$ cat config.mk
export PLATFORM = sky130hd
export DESIGN_NAME = multicycle_ctrl
export DESIGN_NICKNAME = d
export VERILOG_FILES = /design/src/rtl/multicycle_ctrl_pkg.sv /design/src/rtl/multicycle_ctrl_cond.sv /design/src/rtl/multicycle_ctrl.sv
export SDC_FILE = /design/constraint.sdc
export NUM_CORES = 1
export LEC_CHECK = 0
export BUFFER_PORTS_ARGS = -buffer_cell sky130_fd_sc_hd__buf_2
export CAP_MARGIN = 15
export CORE_MARGIN = 2
export CORE_UTILIZATION = 35
export DETAILED_ROUTE_END_ITERATION = 8
export GPL_TIMING_DRIVEN = 0
export HOLD_SLACK_MARGIN = 0.02
export PLACE_DENSITY = 0.79
export SLEW_MARGIN = 20
export SYNTH_ARGS = -nofsm -noshare
export SYNTH_HDL_FRONTEND = slang
export SYNTH_SLANG_ARGS = --single-unit
$ cat constraint.sdc
create_clock -name clk -period 1.7 [get_ports clk]
set_input_delay 0.17 -clock clk [delete_from_list [all_inputs] [get_ports clk]]
set_output_delay 0.17 -clock clk [all_outputs]
set_load 0.02 [all_outputs]
$ cat src/rtl/multicycle_ctrl_pkg.sv
// Shared encodings for the multicycle controller: FSM states, ALU function codes,
// condition codes, data-processing opcodes, instruction classes and ALU B-operand selects.
package multicycle_ctrl_pkg;

  typedef enum logic [3:0] {
    FETCH     = 4'd0,
    DECODE    = 4'd1,
    EXEC_DP   = 4'd2,
    WB_DP     = 4'd3,
    EXEC_ADDR = 4'd4,
    MEM       = 4'd5,
    WB_LD     = 4'd6,
    BRANCH    = 4'd7
  } state_t;

  localparam logic [2:0] ALU_ADD  = 3'b000;
  localparam logic [2:0] ALU_SUB  = 3'b001;
  localparam logic [2:0] ALU_AND  = 3'b010;
  localparam logic [2:0] ALU_COMP = 3'b011;
  localparam logic [2:0] ALU_MVB  = 3'b100;

  localparam logic [3:0] COND_EQ = 4'b0000;
  localparam logic [3:0] COND_NE = 4'b0001;
  localparam logic [3:0] COND_CS = 4'b0010;
  localparam logic [3:0] COND_CC = 4'b0011;
  localparam logic [3:0] COND_MI = 4'b0100;
  localparam logic [3:0] COND_PL = 4'b0101;
  localparam logic [3:0] COND_VS = 4'b0110;
  localparam logic [3:0] COND_VC = 4'b0111;
  localparam logic [3:0] COND_AL = 4'b1110;
  localparam logic [3:0] COND_NV = 4'b1111;

  localparam logic [3:0] OP_AND = 4'b0000;
  localparam logic [3:0] OP_SUB = 4'b0010;
  localparam logic [3:0] OP_ADD = 4'b0100;
  localparam logic [3:0] OP_CMP = 4'b1010;
  localparam logic [3:0] OP_MOV = 4'b1101;
  localparam logic [3:0] OP_MVN = 4'b1111;

  localparam logic [1:0] CLS_DP  = 2'b00;
  localparam logic [1:0] CLS_MEM = 2'b01;
  localparam logic [1:0] CLS_BR  = 2'b10;

  localparam logic [1:0] SRCB_REG   = 2'b00;
  localparam logic [1:0] SRCB_IMM12 = 2'b01;
  localparam logic [1:0] SRCB_BR    = 2'b10;

endpackage

$ cat src/rtl/multicycle_ctrl_cond.sv
// Condition-code evaluator: decides whether an instruction executes given {N,Z,C,V}.
module cond_check
  import multicycle_ctrl_pkg::*;
(
  input  logic [3:0] cond,
  input  logic [3:0] nzcv,
  output logic       pass
);

  logic n, z, c, v;
  assign {n, z, c, v} = nzcv;

  always_comb begin
    pass = 1'b0;
    case (cond)
      COND_EQ: pass = z;
      COND_NE: pass = !z;
      COND_CS: pass = c;
      COND_CC: pass = !c;
      COND_MI: pass = n;
      COND_PL: pass = !n;
      COND_VS: pass = v;
      COND_VC: pass = !v;
      COND_AL: pass = 1'b1;
      default: pass = 1'b0;  // NV and the unsupported codes never execute
    endcase
  end

endmodule

$ cat src/rtl/multicycle_ctrl.sv
// Multicycle instruction-sequencing controller: one registered-state FSM driving
// fetch, decode, data-processing, load/store and branch control strobes.
//
// state     | meaning
// FETCH     | read instruction; on ready latch IR and PC+4
// DECODE    | check condition, dispatch on class
// EXEC_DP   | data-processing ALU op, optional flag update
// WB_DP     | write ALU result to register file
// EXEC_ADDR | compute load/store address (base +/- imm12)
// MEM       | memory access, held until ready
// WB_LD     | write loaded data to register file
// BRANCH    | PC <= PC + (sext(imm24) << 2)
module multicycle_ctrl
  import multicycle_ctrl_pkg::*;
#(
  parameter int COND_EN = 1
) (
  input  logic        clk,
  input  logic        rst,
  input  logic [31:0] instr,
  input  logic [3:0]  nzcv,
  input  logic        mem_ready,
  output logic        ir_write,
  output logic        pc_write,
  output logic        pc_src,
  output logic        mem_read,
  output logic        mem_write,
  output logic        reg_write,
  output logic        wb_sel,
  output logic        flags_write,
  output logic [2:0]  alu_func,
  output logic        alu_src_a,
  output logic [1:0]  alu_src_b,
  output logic        undef,
  output logic [3:0]  state
);

  state_t     state_q, state_d;
  logic       cond_raw, cond_pass;
  logic [3:0] opcode;
  logic       is_load;
  logic       unused_instr;

  assign opcode       = instr[24:21];
  assign is_load      = instr[20];
  assign unused_instr = ^{instr[22], instr[19:0]};

  cond_check u_cond (
    .cond (instr[31:28]),
    .nzcv (nzcv),
    .pass (cond_raw)
  );

  assign cond_pass = (COND_EN != 0) ? cond_raw : 1'b1;

  always_ff @(posedge clk or posedge rst) begin
    if (rst) state_q <= FETCH;
    else     state_q <= state_d;
  end

  assign state = state_q;

  always_comb begin
    state_d     = state_q;
    ir_write    = 1'b0;
    pc_write    = 1'b0;
    pc_src      = 1'b0;
    mem_read    = 1'b0;
    mem_write   = 1'b0;
    reg_write   = 1'b0;
    wb_sel      = 1'b0;
    flags_write = 1'b0;
    alu_func    = ALU_ADD;
    alu_src_a   = 1'b0;
    alu_src_b   = SRCB_REG;
    undef       = 1'b0;

    case (state_q)
      FETCH: begin
        mem_read = 1'b1;
        if (mem_ready) begin
          ir_write = 1'b1;
          pc_write = 1'b1;
          state_d  = DECODE;
        end
      end
      DECODE: begin
        if (!cond_pass) begin
          state_d = FETCH;
        end else begin
          case (instr[27:26])
            CLS_DP:  state_d = EXEC_DP;
            CLS_MEM: state_d = EXEC_ADDR;
            CLS_BR:  state_d = BRANCH;
            default: begin
              undef   = 1'b1;
              state_d = FETCH;
            end
          endcase
        end
      end
      EXEC_DP: begin
        state_d   = WB_DP;
        alu_src_b = instr[25] ? SRCB_IMM12 : SRCB_REG;
        flags_write = instr[20];
        case (opcode)
          OP_ADD: alu_func = ALU_ADD;
          OP_SUB: alu_func = ALU_SUB;
          OP_AND: alu_func = ALU_AND;
          OP_MOV: alu_func = ALU_MVB;
          OP_MVN: alu_func = ALU_COMP;
          OP_CMP: begin
            alu_func    = ALU_SUB;
            flags_write = 1'b1;
            state_d     = FETCH;
          end
          default: begin
            // unsupported opcode: no datapath side effects at all
            alu_src_b   = SRCB_REG;
            flags_write = 1'b0;
            undef       = 1'b1;
            state_d     = FETCH;
          end
        endcase
      end
      WB_DP: begin
        reg_write = 1'b1;
        state_d   = FETCH;
      end
      EXEC_ADDR: begin
        alu_func  = instr[23] ? ALU_ADD : ALU_SUB;
        alu_src_b = SRCB_IMM12;
        state_d   = MEM;
      end
      MEM: begin
        mem_read  = is_load;
        mem_write = !is_load;
        if (mem_ready) state_d = is_load ? WB_LD : FETCH;
      end
      WB_LD: begin
        reg_write = 1'b1;
        wb_sel    = 1'b1;
        state_d   = FETCH;
      end
      BRANCH: begin
        alu_func  = ALU_ADD;
        alu_src_a = 1'b1;
        alu_src_b = SRCB_BR;
        pc_write  = 1'b1;
        pc_src    = 1'b1;
        state_d   = FETCH;
      end
      default: state_d = FETCH;
    endcase

    // reset forces every strobe low without waiting for a clock edge
    if (rst) begin
      ir_write    = 1'b0;
      pc_write    = 1'b0;
      pc_src      = 1'b0;
      mem_read    = 1'b0;
      mem_write   = 1'b0;
      reg_write   = 1'b0;
      wb_sel      = 1'b0;
      flags_write = 1'b0;
      alu_func    = ALU_ADD;
      alu_src_a   = 1'b0;
      alu_src_b   = SRCB_REG;
      undef       = 1'b0;
    end
  end

endmodule

Word-level counts from Yosys, hierarchy flattened

Cells that the tools add are included.

Register bits: 4
Word-level logic and storage cells: 79

Equal/unequal tests: 24
Mux-type cells: 39
Reduce and logical (&&, ||, !) cells: 15

Operators with widths:

| operator           | count |
|---|---|
| $eq 4x3->1 const B | 9 |
| $mux 1             | 22 |
| $eq 4x2->1 const B | 5 |
| $pmux 4 s5         | 1 |
| $eq 4x4->1 const B | 4 |
| $logic_not 4->1    | 3 |
| $pmux 3 s4         | 1 |
| $mux 3             | 3 |
| $pmux 1 s9         | 1 |
| $pmux 3 s3         | 1 |
| $eq 4x1->1 const B | 2 |
| $mux 4             | 2 |
| $pmux 1 s2         | 4 |
| $pmux 2 s3         | 1 |
| $pmux 3 s2         | 1 |
| $reduce_or 6->1    | 1 |
| $logic_not 1->1    | 5 |
| $reduce_or 5->1    | 1 |
| $mux 2             | 2 |
| $ne 2x2->1 const B | 2 |
| $reduce_or 2->1    | 2 |
| $reduce_or 3->1    | 1 |
| $eq 2x1->1 const B | 1 |
| $eq 2x2->1 const B | 1 |
| other kinds (2)    | 2 |

Depth between registers and ports, before layout

Gate-level depths: netlist of run 1.

Word-level depth: 6
Gate-level depth with buffers: 6
Mapped depth without buffers: 5

Cells and area by module

Synthesis of run 1 repeated with hierarchy kept, for this count alone.

Cells, all modules: 80
Area total of the unflattened synthesis: 553.0 um^2

Modules (own cells, without submodules):

| module          | times used | cells an instance | area an instance (um^2) | seq. area each (um^2) |
|---|---|---|---|---|
| multicycle_ctrl | 1          | 71                | 484.2                   | 75.1 |
| cond_check      | 1          | 9                 | 68.8                    | 0.0 |

Worst setup path after synthesis of run 1

Ideal clock, no wire load.

Path kind: register to output
From: register state_q[0], in the netlist state[0]
To: output mem_read
Arrival time: 1535 ps
Required time: 1530 ps
Setup slack: -5 ps
Cell stages (with the launch flop): 5
Path buffers: 2
Cells stage by stage: dfrtp_1 > buf_2 > clkbuf_1 > mux2_2 > nor3_1

Cells in the longest elaborated chain, start to end: 3
Elaborated cells on any way between the ends: 4
Classes of those cells: 1 x eq/ne; 2 x mux; 1 x reduce/logical

RTL lines:

| item                                                 | line                   | RTL |
|---|---|---|
| start, declared                                      | multicycle_ctrl.sv:38  | `state_t state_q, state_d;` |
| start signal, assigned                               | multicycle_ctrl.sv:58  | `else state_q <= state_d;` |
| $eq 4x3->1 / $logic_not 4->1 (equally long branches) | multicycle_ctrl.sv:78  | `case (state_q)` |
| $pmux 1 s2 *                                         | multicycle_ctrl.sv:78  |  |
| $mux 1 *                                             | multicycle_ctrl.sv:157 | `if (rst) begin` |
| end, declared                                        | multicycle_ctrl.sv:26  | `output logic mem_read,` |

Mark *: on every way between the ends. The rest lies on a longest branch, timed or not.

Final worst setup path of run 1

Ends and elaborated chain as after synthesis.

==> summary.txt, run 1 <==
Finish
  – Largest register FFs: 3
  – Final #Nets: 171
  – P&R area growth vs syn: 51.7%
  – Layout cell share with drive strength beyond 1: between 40 and 50%
  – Ant. Diodes: 0
  – Core Util, Final: a little under three fifths

Timing
  – Final Hold Vio Count: 0
  – Setup tns final: 0 ns
  – Final Critical Period: between 1.5 and 2 ns
  – Final setup viols: 0
  – Final Cycle Share: between 90 and 100%
  – Worst hold margin: about 0.32 ns
  – Setup ws final: 0.0891 ns
  – Final clock skew: roughly 0.0025 ns
  – RSZ-0062 raised after global routing: false
  – Final max-slew violation count: 0
  – Max Clk Rate: just over 600 MHz

Synth
  – Post-synth EDFFs: 0
  – YS warnings: 0
  – Syn nets: between 100 and 150
  – Synth area leader: dfrtp_1
  – Seq/Total Area, Yosys: approximately an eighth
  – Yosys cell types: 38
  – Most numerous cell in the Yosys netlist: nor2_1
  – Seq cells post-synth: 3
  – Top cells by count, synth: nor2_1 (12), nand2_1 (7), nor3_1 (6), a21oi_1 (5), nand3_1 (5)
  – Prevailing post-synth register cell: dfrtp_1
  – Syn_area_per_cell: between 6 and 7 um2
  – Ys async rst share: 100%
  – Top post-synthesis cells by area: dfrtp_1 (13%), nor2_1 (7.8%), ha_1 (6.5%)
  – Mapped Cells: 85
  – Area share of the largest cell type after synthesis: about an eighth
  – Synth Cell Area: approximately 580 um2

Power and ir drop
  – Net switching power: between 0.0004 and 0.0005 W
  – Pwr dens: slightly above 1000 mW/mm2
  – Worst vdd ir: roughly 0.86 mV
  – Cell internal pwr: between 0.0004 and 0.0005 W
  – Reg power frac: around 17%
  – Leak Pwr: about 0.46 nW
  – Clk pwr share: about 14%
  – Tot Pwr: ~0.00090 W
  – Sw Ratio: between 40% and 50%
  – Comb power frac: approximately two thirds

Routing
  – First-pass DRT Iterations: 4
  – Per-cell routed wire length: 11.3 um
  – Vias: about 750
  – Residual DRC: 0
  – Initial DRC count: 7
  – WL final: approximately 1.6 mm
  – Antenna Nets Post-Route: 0
  – Vias per std cell: between 5 and 6

CTS
  – Clock buffer count from CTS: 3
  – CTS Buffer Depth: 2
  – CTS tree: built
  – H-tree levels: 1
  – CTS clk-pin slew, worst paths: ~0.040 ns
  – CTS root buf: clkbuf_4
  – Latest clock arrival within the worst-skew pair: 0.24 ns
  – Clock Sink Count: 3

Worst setup path
  – Worst Path Class, Setup: reg2out
  – Max incr delay on CP: approximately 0.47 ns
  – CP required: between 1.5 and 2 ns
  – CP max stage cell: dfrtp_2
  – Max FO, Critical Path: 10
  – Arrival @ worst endpoint: 1.44 ns
  – Endpoint type of the worst setup path: output pin
  – CP most frequent cell: buf_4
  – Startpoint class of the critical path: flip-flop
  – Critical-path cell list: buf_4 > mux2_2 > nor3_2 > buf_4
  – Worst path top cell family by delay: flip-flops
  – Crit path buf inv count: 2

Global route
  – Total track usage: between 15 and 20%
  – Initial antenna violation count: 0
  – Largest net degree at the start of global routing: 11
  – Vias in the first global route: ~600
  – Total grt overflow: 0
  – First-pass GRT wire length: 2.51 mm

Die
  – Initial Utilization: a little under two fifths
  – Die area: approximately 0.0020 mm2
  – IO Count: 58
  – Core Area: between 0.0015 and 0.002 mm2
  – DIE HEIGHT: about 45 um
  – Die W: approximately 45 um
  – Row cnt: 14

Place
  – Pre-CTS setup slack: 0.129 ns
  – HPWL Detailed: roughly 1.3 mm
  – Port bufs: 36
  – Global placement routability congestion: between 0.7 and 0.8

Status
  – Status: finished clean

Flow run
  – Max-cap violation count: 0

Min path
  – Worst hold path class: in2reg
-- area by class of cell --
cell class / count / area [um2]
clock buffers: 4 / 26.3
well taps: 16 / 20.0
plain buffers: 4 / 33.8
fillers: 162 / 647
repair buffers: 40 / 218
inverters: 3 / 11.3
flip-flops and latches: 3 / 77.6
multi-input cells: 74 / 490
-- power by group through the flow --
stage | registers (W) | clock network (W) | logic, W
after global placement | 0.000123 | 0 | 0.000559
after CTS | 0.000123 | 0.000132 | 0.000587
after global routing | 0.000157 | 0.000140 | 0.000678
final | 0.000154 | 0.000130 | 0.000618
after floorplan | 0.000154 | 0 | 0.000384
after detailed placement | 0.000124 | 0 | 0.000572
-- per-layer routing --
metal  vias up  share of wire [%]  routed length (um)  track usage, %
met3         0                6.3                 102            5.31
met1       341                 45                 730            22.3
met2        24                 49                 800            27.0
li1        389                  -                   -               -
met5         -                  0                   0               0
met4         0                  0                   0            1.82
-- stage by stage --
stage / cells / area, um2
6_report: 144 / 877
3_3_place_gp: 137 / 783
4_1_cts: 142 / 826
3_5_place_dp: 137 / 783
5_1_grt: 144 / 877
2_1_floorplan: 85 / 583
-- cell usage in the layout (no fill, tap or decap), types with 2 or more instances in the layout --
cell type  Yosys  layout
dfrtp_2        0       2
nor3_1         6       5
and3_1         3       3
clkbuf_4       0       3
mux2i_1        2       2
a21oi_1        5       5
nand3_1        5       5
xor2_1         2       2
or2_1          2       2
nor2b_4        1       2
ha_1           3       3
buf_2          1      34
o21ai_1        4       4
nand2_1        7       6
inv_1          2       2
nor2_1        12      10
buf_4          2       8
-- timing repair --
item                                   4_1_cts  5_1_grt
setup buffers                                0        3
hold buffers                                 1        0
gates resized for setup                      3       12
endpoints found under the hold margin        3        0
setup endpoints to repair                    2        9
-- logic make-up (layout without fill, tap and decap cells) --
family          Yosys count  in the layout  share of synthesized area [%]
xor+xnor                  2              2                           3.03
other cells               1              1                          0.649
mux                       3              3                           5.41
simple gates             45             45                           40.0
fa+ha+maj                 3              3                           6.49
flops                     3              3                           13.0
buf+inv                   8             51                           8.01
compound gates           20             20                           23.4
-- worst reg2reg max path: cells and delay by family (launching register included) --
kind / cells / cell delay (ns)
compound gates: 2 / 0.32
flops: 1 / 0.47
simple gates: 2 / 0.52
buf+inv: 1 / 0.16
-- final timing paths --
| check | start | end | slack, ns | cells past startpoint |
|---|---|---|---|---|
| worst max register to register | state[1] | state[1] | 0.12 | 5 |
| worst max-delay path | state[0] | mem_read | 0.09 | 4 |
| worst min-delay path | instr[29] | state[2] | 0.32 | 3 |
| worst min register to register | state[1] | state[0] | 0.70 | 3 |
| max in group asynchronous | rst | state[1] | 1.05 | 4 |
| min in group asynchronous | rst | state[2] | 0.54 | 4 |
No activity file was read; power rests on OpenSTA's default activity.
==> inputs of run 2 (changes only) <==
- CORE_UTILIZATION: 35 -> 36
- CTS_BUF_LIST: not set -> sky130_fd_sc_hd__clkbuf_8
- PLACE_DENSITY: 0.79 -> 0.81
==> summary.txt, run 2 (synthesis results as in run 1) <==
Die
  – Core Area: approximately 0.0015 mm2
  – Initial Utilization: between 30% and 40%
  – IO Count: 58
  – DIE HEIGHT: about 44 um
  – Row cnt: 14
  – Die W: 44.1 um
  – Die area: roughly 0.002 mm2

Finish
  – Final #Nets: 171
  – Largest register FFs: 3
  – Ant. Diodes: 0
  – Most frequent cells in the layout: buf_2 (36), nor2_1 (10), buf_4 (6), nand2_1 (6)
  – P&R area growth vs syn: 50.6%
  – Non-filler instance count after layout: ~140
  – Commonest non-fill, non-tap cell in the layout: buf_2
  – Core Util, Final: 57.8%
  – Layout cell share with drive strength beyond 1: 44.5%

Timing
  – RSZ-0062 raised after global routing: true
  – Final max-slew violation count: 0
  – Final clock skew: between 0.0006 and 0.0007 ns
  – Final Critical Period: between 1.5 and 2 ns
  – Final setup viols: 0
  – Setup tns final: 0 ns
  – Setup ws final: 0.0281 ns
  – Final Hold Vio Count: 0
  – Final Cycle Share: a little over nine tenths
  – Max Clk Rate: between 500 and 600 MHz

CTS
  – Clock Sink Count: 3
  – CTS Buffer Depth: 2
  – H-tree levels: 1
  – Clock buffer count from CTS: 3
  – CTS clk-pin slew, worst paths: roughly 0.030 ns
  – CTS tree: built
  – Latest clock arrival within the worst-skew pair: 0.22 ns
  – CTS root buf: clkbuf_8

Routing
  – Initial DRC count: 34
  – Vias: ~760
  – Antenna Nets Post-Route: 0
  – Per-cell routed wire length: approximately 12 um
  – First-pass DRT Iterations: 5
  – Vias per std cell: 5.24
  – Residual DRC: 0
  – WL final: approximately 1.8 mm

Worst setup path
  – CP required: approximately 1.5 ns
  – Max FO, Critical Path: 10
  – Startpoint class of the critical path: flip-flop
  – Endpoint type of the worst setup path: output pin
  – Arrival @ worst endpoint: about 1.5 ns
  – Worst Path Class, Setup: reg2out

Global route
  – Vias in the first global route: slightly above 600
  – First-pass GRT wire length: between 2 and 2.5 mm
  – Initial antenna violation count: 0
  – Total track usage: about 17%
  – Largest net degree at the start of global routing: 11
  – Total grt overflow: 0

Power and ir drop
  – Leak Pwr: 0.465 nW
  – Tot Pwr: 0.000953 W
  – Pwr dens: between 1000 and 1500 mW/mm2
  – Worst vdd ir: about 0.55 mV

Place
  – Port bufs: 36
  – Pre-CTS setup slack: between 0.15 and 0.2 ns
  – Number of instances in the placed design: 137
  – HPWL Detailed: ~1.2 mm
  – Global placement routability congestion: around 0.86

Min path
  – Worst hold path class: in2reg

Flow run
  – Max-cap violation count: 0

Status
  – Status: finished clean
[run 2: changes by cell type in the layout (fill, tap and decap cells not counted), sizes merged]
cell | before | now
clkbuf | 4 | 3
inv | 3 | 4
[run 2: power by group]
part | switching, W | internal [W] | leakage [nW]
combinational | 0.000373 | 0.000251 | 0.400
clock | 0.0000502 | 0.000154 | 0.0269
sequential | 0.0000250 | 0.000100 | 0.0374
[run 2: worst paths after layout]
path,cells after the start,slack [ns],endpoint,startpoint
worst max-delay path,5,0.03,mem_read,state[0]
worst min-delay path,3,0.34,state[0],instr[29]
min in group asynchronous,4,0.58,state[0],rst
max in group asynchronous,4,1.02,state[1],rst
worst max register to register,6,0.17,state[1],state[2]
worst min register to register,3,0.73,state[0],state[1]
[run 2: final cells by class]
cell class              instances  area [um2]
clock inverters                 1        3.75
multi-input cells              74         472
clock buffers                   3        41.3
fillers                       142         636
plain buffers                   5        38.8
well taps                      16        20.0
repair buffers                 39         208
flip-flops and latches          3        76.3
inverters                       3        11.3
[run 2: routing by layer]
metal / up-vias / track usage [%] / routed length [um]
met3: 3 / 4.90 / 114
met1: 332 / 20.8 / 795
li1: 390 / - / -
met2: 30 / 27.4 / 849
met5: - / 0 / 0
met4: 0 / 9.09 / 21
[run 2: repair_timing]
action	in CTS	in global routing
resized for setup	2	7
setup buffers	0	2
hold endpoints to repair	3	0
endpoints found under the setup margin	2	9
hold buffers	1	0
[run 2: critical path: stages, from the launching register on]
cell	delay (ns)
dfrtp_1	0.37
buf_2	0.18
buf_4	0.18
mux2_2	0.27
nor3_2	0.11
buf_4	0.16
[run 2: stage by stage]
step / hold slack (ns) / area (um2)
floorplan: -0.0806 / 583
global placement: 0.0904 / 783
detailed placement: 0.0888 / 783
CTS: 0.340 / 842
global route: 0.358 / 871
finish: 0.340 / 871
